$ cat src/rtl/mux2_rr_arbiter.sv
// ============================================================================
// Module  : mux2_rr_arbiter
// Brief   : Two-requester round-robin arbiter sharing a WIDTH-bit 2:1 mux,
//           with burst limit and valid/ready output. Optional macro STATS_EN
//           adds per-requester transfer counters.
// Revision: 1.0 - initial release
// ============================================================================
`default_nettype none

module mux2_rr_arbiter #(
  parameter int WIDTH    = 8,
  parameter int MAX_HOLD = 4,
  parameter int CNT_W    = 16
) (
  input  logic             clk,
  input  logic             reset,
  input  logic             req0,
  input  logic             req1,
  input  logic [WIDTH-1:0] d0,
  input  logic [WIDTH-1:0] d1,
  output logic             ready0,
  output logic             ready1,
  output logic             grant0,
  output logic             grant1,
  output logic             select,
  output logic [WIDTH-1:0] out,
  output logic             out_valid,
  input  logic             out_ready
`ifdef STATS_EN
  ,
  output logic [CNT_W-1:0] xfer_cnt0,
  output logic [CNT_W-1:0] xfer_cnt1
`endif
);

  localparam int c_BW = $clog2(MAX_HOLD + 1);
  localparam logic [c_BW-1:0] c_BURST_LAST = c_BW'(MAX_HOLD - 1);

  localparam logic [1:0] c_IDLE = 2'd0;
  localparam logic [1:0] c_GNT0 = 2'd1;
  localparam logic [1:0] c_GNT1 = 2'd2;

  logic [1:0]      state_q, state_d;
  logic [c_BW-1:0] burst_q, burst_d;
  logic            last_q, last_d;
  logic            select_q, select_d;
  logic            w_xfer0, w_xfer1;

  assign w_xfer0   = (state_q == c_GNT0) && req0 && out_ready;
  assign w_xfer1   = (state_q == c_GNT1) && req1 && out_ready;
  assign ready0    = w_xfer0;
  assign ready1    = w_xfer1;
  assign grant0    = (state_q == c_GNT0);
  assign grant1    = (state_q == c_GNT1);
  assign select    = select_q;
  assign out       = select_q ? d1 : d0;
  assign out_valid = ((state_q == c_GNT0) && req0) || ((state_q == c_GNT1) && req1);

  always_comb begin
    state_d  = state_q;
    burst_d  = burst_q;
    last_d   = last_q;
    select_d = select_q;
    case (state_q)
      c_IDLE: begin
        // last_q names the previous owner, so a tie goes to the other side
        if (req0 && (!req1 || last_q)) begin
          state_d  = c_GNT0;
          select_d = 1'b0;
          last_d   = 1'b0;
        end else if (req1) begin
          state_d  = c_GNT1;
          select_d = 1'b1;
          last_d   = 1'b1;
        end
      end
      c_GNT0: begin
        if (!req0) begin
          burst_d = '0;
          if (req1) begin
            state_d  = c_GNT1;
            select_d = 1'b1;
            last_d   = 1'b1;
          end else begin
            state_d = c_IDLE;
          end
        end else if (out_ready) begin
          if (burst_q == c_BURST_LAST) begin
            burst_d = '0;
            if (req1) begin
              state_d  = c_GNT1;
              select_d = 1'b1;
              last_d   = 1'b1;
            end
          end else begin
            burst_d = burst_q + c_BW'(1);
          end
        end
      end
      c_GNT1: begin
        if (!req1) begin
          burst_d = '0;
          if (req0) begin
            state_d  = c_GNT0;
            select_d = 1'b0;
            last_d   = 1'b0;
          end else begin
            state_d = c_IDLE;
          end
        end else if (out_ready) begin
          if (burst_q == c_BURST_LAST) begin
            burst_d = '0;
            if (req0) begin
              state_d  = c_GNT0;
              select_d = 1'b0;
              last_d   = 1'b0;
            end
          end else begin
            burst_d = burst_q + c_BW'(1);
          end
        end
      end
      default: begin
        state_d = c_IDLE;
        burst_d = '0;
      end
    endcase
  end

  always_ff @(posedge clk) begin
    if (reset) begin
      state_q  <= c_IDLE;
      burst_q  <= '0;
      last_q   <= 1'b1;
      select_q <= 1'b0;
    end else begin
      state_q  <= state_d;
      burst_q  <= burst_d;
      last_q   <= last_d;
      select_q <= select_d;
    end
  end

`ifdef STATS_EN
  logic [CNT_W-1:0] cnt0_q, cnt1_q;

  always_ff @(posedge clk) begin
    if (reset) begin
      cnt0_q <= '0;
      cnt1_q <= '0;
    end else begin
      if (w_xfer0) cnt0_q <= cnt0_q + CNT_W'(1);
      if (w_xfer1) cnt1_q <= cnt1_q + CNT_W'(1);
    end
  end

  assign xfer_cnt0 = cnt0_q;
  assign xfer_cnt1 = cnt1_q;
`else
  logic [CNT_W-1:0] unused_cnt_w;
  assign unused_cnt_w = '0;
`endif

endmodule

`default_nettype wire

$ cat config.mk
export PLATFORM = sky130hd
export DESIGN_NAME = mux2_rr_arbiter
export DESIGN_NICKNAME = d
export VERILOG_FILES = /design/src/rtl/mux2_rr_arbiter.sv
export SDC_FILE = /design/constraint.sdc
export NUM_CORES = 1
export LEC_CHECK = 0
export ABC_AREA = 1
export CAP_MARGIN = 15
export CORE_MARGIN = 1.5
export CORE_UTILIZATION = 34
export DETAILED_ROUTE_END_ITERATION = 7
export GPL_TIMING_DRIVEN = 0
export HOLD_SLACK_MARGIN = 0.06
export PLACE_DENSITY = 0.73
export REMOVE_ABC_BUFFERS = 1
export SLEW_MARGIN = 20
export SYNTH_ARGS = -nofsm -noshare
export SYNTH_HDL_FRONTEND = slang
export SYNTH_SLANG_ARGS = --single-unit
$ cat constraint.sdc
create_clock -name clk -period 3.1 [get_ports clk]
set_input_delay 0.62 -clock clk [delete_from_list [all_inputs] [get_ports clk]]
set_output_delay 0.62 -clock clk [all_outputs]
set_load 0.01 [all_outputs]
* After elaboration in Yosys (flattened, before gate mapping)
Cells that the tools add are included.
** Cells by class
- Reductions and logical operators :: 12
- Equal/unequal tests :: 8
- $add $sub $neg :: 1
- Multiplexer cells :: 38
** Operator list (number)
- $mux 2 :: 10
- $mux 1 :: 19
- $mux 3 :: 4
- $ne 3x2->1 const B :: 4
- $reduce_and 5->1 :: 2
- $pmux 3 s3 :: 1
- $mux 8 :: 1
- $pmux 1 s3 :: 2
- $pmux 2 s3 :: 1
- $logic_and 1x1->1 :: 5
- $add 3x1->3 const B :: 1
- $eq 3x2->1 const B :: 1
- $ne 3x3->1 const B :: 1
- $reduce_bool 3->1 :: 1
- $eq 2x1->1 const B :: 1
- $eq 2x2->1 const B :: 1
- $logic_not 2->1 :: 1
- $logic_or 1x1->1 :: 2
- $logic_not 1->1 :: 1
** Word-level totals
- Bits of input ports :: 21
- Flip-flop bits (word level) :: 7
- Output and inout port bits :: 14
- Logic and storage cells :: 63

* Logic depth before layout (Yosys ltp)
- Depth in word-level cells :: 5
- Mapped depth :: 9
- Gate-level depth less buffers :: 9

* Worst setup path after synthesis
OpenSTA, ideal clock, no wires.
- Path type :: flip-flop to output port
- Start :: register state_q[0]
- End :: output port ready1
- Path slack :: 1.555 ns
- Required time :: 2.480 ns
- Path buffers :: 0
- Stages on the path, launching flop included :: 5
- Data arrival time :: 0.925 ns
- Cell sequence :: dfxtp_1 -> inv_1 -> ha_1 -> nand2_2 -> nor2_1
** On the way
- Word-level cells in the longest chain between the ends :: 3
** RTL lines
- start: declaration :: RTL line 43 : logic [1:0] state_q, state_d;
- start signal: assignment :: RTL line 132 : state_q <= c_IDLE;
- start signal: assignment :: RTL line 137 : state_q <= state_d;
- $eq 2x2->1
- named net grant1 :: RTL line 24 : output logic grant1,
- $logic_and 1x1->1 (2 in a row) :: RTL line 50 : assign w_xfer1 = (state_q == c_GNT1) && req1 && out_ready;
- end: declaration :: RTL line 22 : output logic ready1,
The timed path passes the listed nets, and every way through them passes these cells.

* Final worst setup path
- Start :: input port req1
- End :: output port out_valid
** On the way
- Word-level cells in the longest chain between the ends :: 2
** RTL lines
- start: declaration :: RTL line 18 : input logic req1,
- $logic_and 1x1->1 :: RTL line 57 : assign out_valid = ((state_q == c_GNT0) && req0) || ((state_q == c_GNT1) && req1);
- $logic_or 1x1->1 :: RTL line 57
- end: declaration :: RTL line 27 : output logic out_valid,
Every way passes these cells.

==> summary.txt <==
Final layout
  – Final instance area: 1010 sq um
  – Share of layout cells above drive strength 1: 0.0833
  – Layout net count: 171
  – Area grow syn2layout: 64.1%
  – Diodes inserted: 0
  – Core Util, Final: 0.589
  – Most frequent cells in the layout: nand2_1, clkdlybuf4s50_1, inv_1
  – Commonest non-fill, non-tap cell in the layout: nand2_1

Timing
  – Setup Viol. Count Final: 0
  – Final hold violation count: 0
  – RSZ-0062 raised after global routing: false
  – Relative max-transition margin: 0.795
  – Max Clock Skew: 0.00360 ns
  – Final period utilization: 0.841
  – Setup_tns: 0 ns
  – Period minus WS final: 2.61 ns
  – Worst Max-Slew Pin Slew: 0.307 ns
  – Fmax: 0.384 GHz
  – Pins over their slew limit: 0

Worst setup path
  – Data required time of the worst path: 2.48 ns
  – Critical-path maximum fanout: 7
  – Crit path DAT: 1.99 ns
  – Crit Path Class: in2out
  – Worst Setup Start Kind: input port
  – CP Capture Type: output pin

Floorplan
  – Die Wd: 45.5 um
  – Die ar.: 2070 sq um
  – Initial Util: 0.359
  – Rows: 15
  – Die Ht: 45.5 um
  – Ports: 35
  – Core area: 1710 sq um

Logic synthesis
  – Synth area leader: nand2_1
  – #FFs+latches synth: 7
  – Avg Inst Size Synth: 5.73 sq um
  – Ranking of synthesized cells by area: nand2_1, dfxtp_1, ha_1
  – Synthesized cell area: 613 sq um
  – Count of cell types in the netlist: 15
  – Top-area cell type share of the netlist area: 0.251
  – Synthesis warning total: 0
  – Syn Inst Count: 107
  – Seq/Total Area, Yosys: 0.229

Clock network
  – Number of gates resized after CTS: 0
  – Worst skew pair latency: 0.26 ns
  – CTS Buf Count: 3
  – Clock Tree Root: clkbuf_4
  – Hold buffer count at CTS: 0
  – Max Buffers Root-to-Sink: 2
  – Post-CTS Setup Inserts: 0
  – Clock sinks: 7
  – Clk slew on worst S/H paths: 0.06 ns
  – H-tree Lvls: 1
  – TritonCTS clock tree: done

Power
  – Max VDD drop: 464 uV
  – Pwr Density: 674 nW/um^2
  – Leak: 0.000474 uW

GRT
  – First-pass GRT wire length: 2.54 mm
  – Total track usage: 0.169
  – Largest net degree at the start of global routing: 11
  – Vias in the first global route: 639
  – Initial antenna violation count: 0
  – Aggregate global routing overflow: 0

Outcome
  – Outcome: finished clean

Route
  – Post-route DRC violation count: 0
  – DRT Pass-1 Iters: 5
  – Initial DRC count: 21
  – Total number of vias: 786
  – Via density: 4.65
  – Post-route ant nets: 0
  – Avg WL per Cell: 10.0 um
  – Final wirelength: 1.69 mm

Min path
  – Hold Path Class: reg2reg

Place
  – PortBufs: 34
  – Detail Placement HPWL: 1.29 mm
  – Placed Area: 980 sq um
  – Placer Congestion: 0.826

Flow run
  – Maxcap violations: 0
-- metrics by stage --
| stage | worst slack, ns | hold WS (ns) | total power (uW) | cells |
|---|---|---|---|---|
| after floorplan | 1.55 | 0.440 | 408 | 106 |
| after global routing | 0.425 | 0.501 | 744 | 169 |
| after global placement | 0.520 | 0.460 | 577 | 165 |
| after detailed placement | 0.507 | 0.464 | 584 | 165 |
| after CTS | 0.506 | 0.475 | 678 | 169 |
| final | 0.494 | 0.469 | 678 | 169 |
-- Yosys cell counts --
cell and count:
o21ai_0 5, buf_2 1, inv_1 13, nand2_2 8
clkinv_1 1, o21ai_1 1, a211oi_1 2, ha_1 5
nand2_1 41, a21oi_2 1, dfxtp_1 7, a21oi_1 3
nand3_1 5, nor3_1 2, nor2_1 12
-- final timing paths --
check / start / endpoint / slack (ns) / cells after the start
setup reg to reg: state_q[0]$_SDFFE_PP0P_ / select$_SDFFE_PP0P_ / 1.61 / 9
setup / recovery: req1 / out_valid / 0.49 / 4
hold / removal: burst_q[2]$_SDFFE_PP0P_ / burst_q[2]$_SDFFE_PP0P_ / 0.47 / 2
hold reg to reg: burst_q[2]$_SDFFE_PP0P_ / burst_q[2]$_SDFFE_PP0P_ / 0.47 / 2
-- sequential cells by signal, summed over array words and instances (netlist names) --
name / count
burst_q: 3
last_q: 1
select: 1
state_q: 2
-- routing by layer --
layer  share of wire  global-route usage
met2            0.44               0.279
met5               0                   0
met3            0.15              0.0952
met4           0.014              0.0529
met1            0.39               0.182
-- power by group --
part           leakage [uW]  total (uW)  internal [uW]  switching, uW
logic              0.000401         438            208            230
clock network     0.0000150        90.8           49.6           41.2
registers         0.0000575         149            117           31.4
-- cells by family after synthesis --
family,after synthesis,share of synthesized area
compound gates,12,0.112
fa+ha+maj,5,0.102
simple gates,68,0.463
flops,7,0.229
buf+inv,15,0.0939
-- final cells by class --
type,instances,area (sq um)
timing repair buffer,34,340
tap,25,31.3
fill,172,702
sequential,7,140
clock buffer,4,26.3
multi-input combinational,85,415
inverter,14,52.6
-- worst max-delay path: stages --
cell	delay (ns)
clkdlybuf4s50_1	0.61
nand2_2	0.09
nand2_2	0.12
clkdlybuf4s50_1	0.54
(Power assumes the default switching activity.)
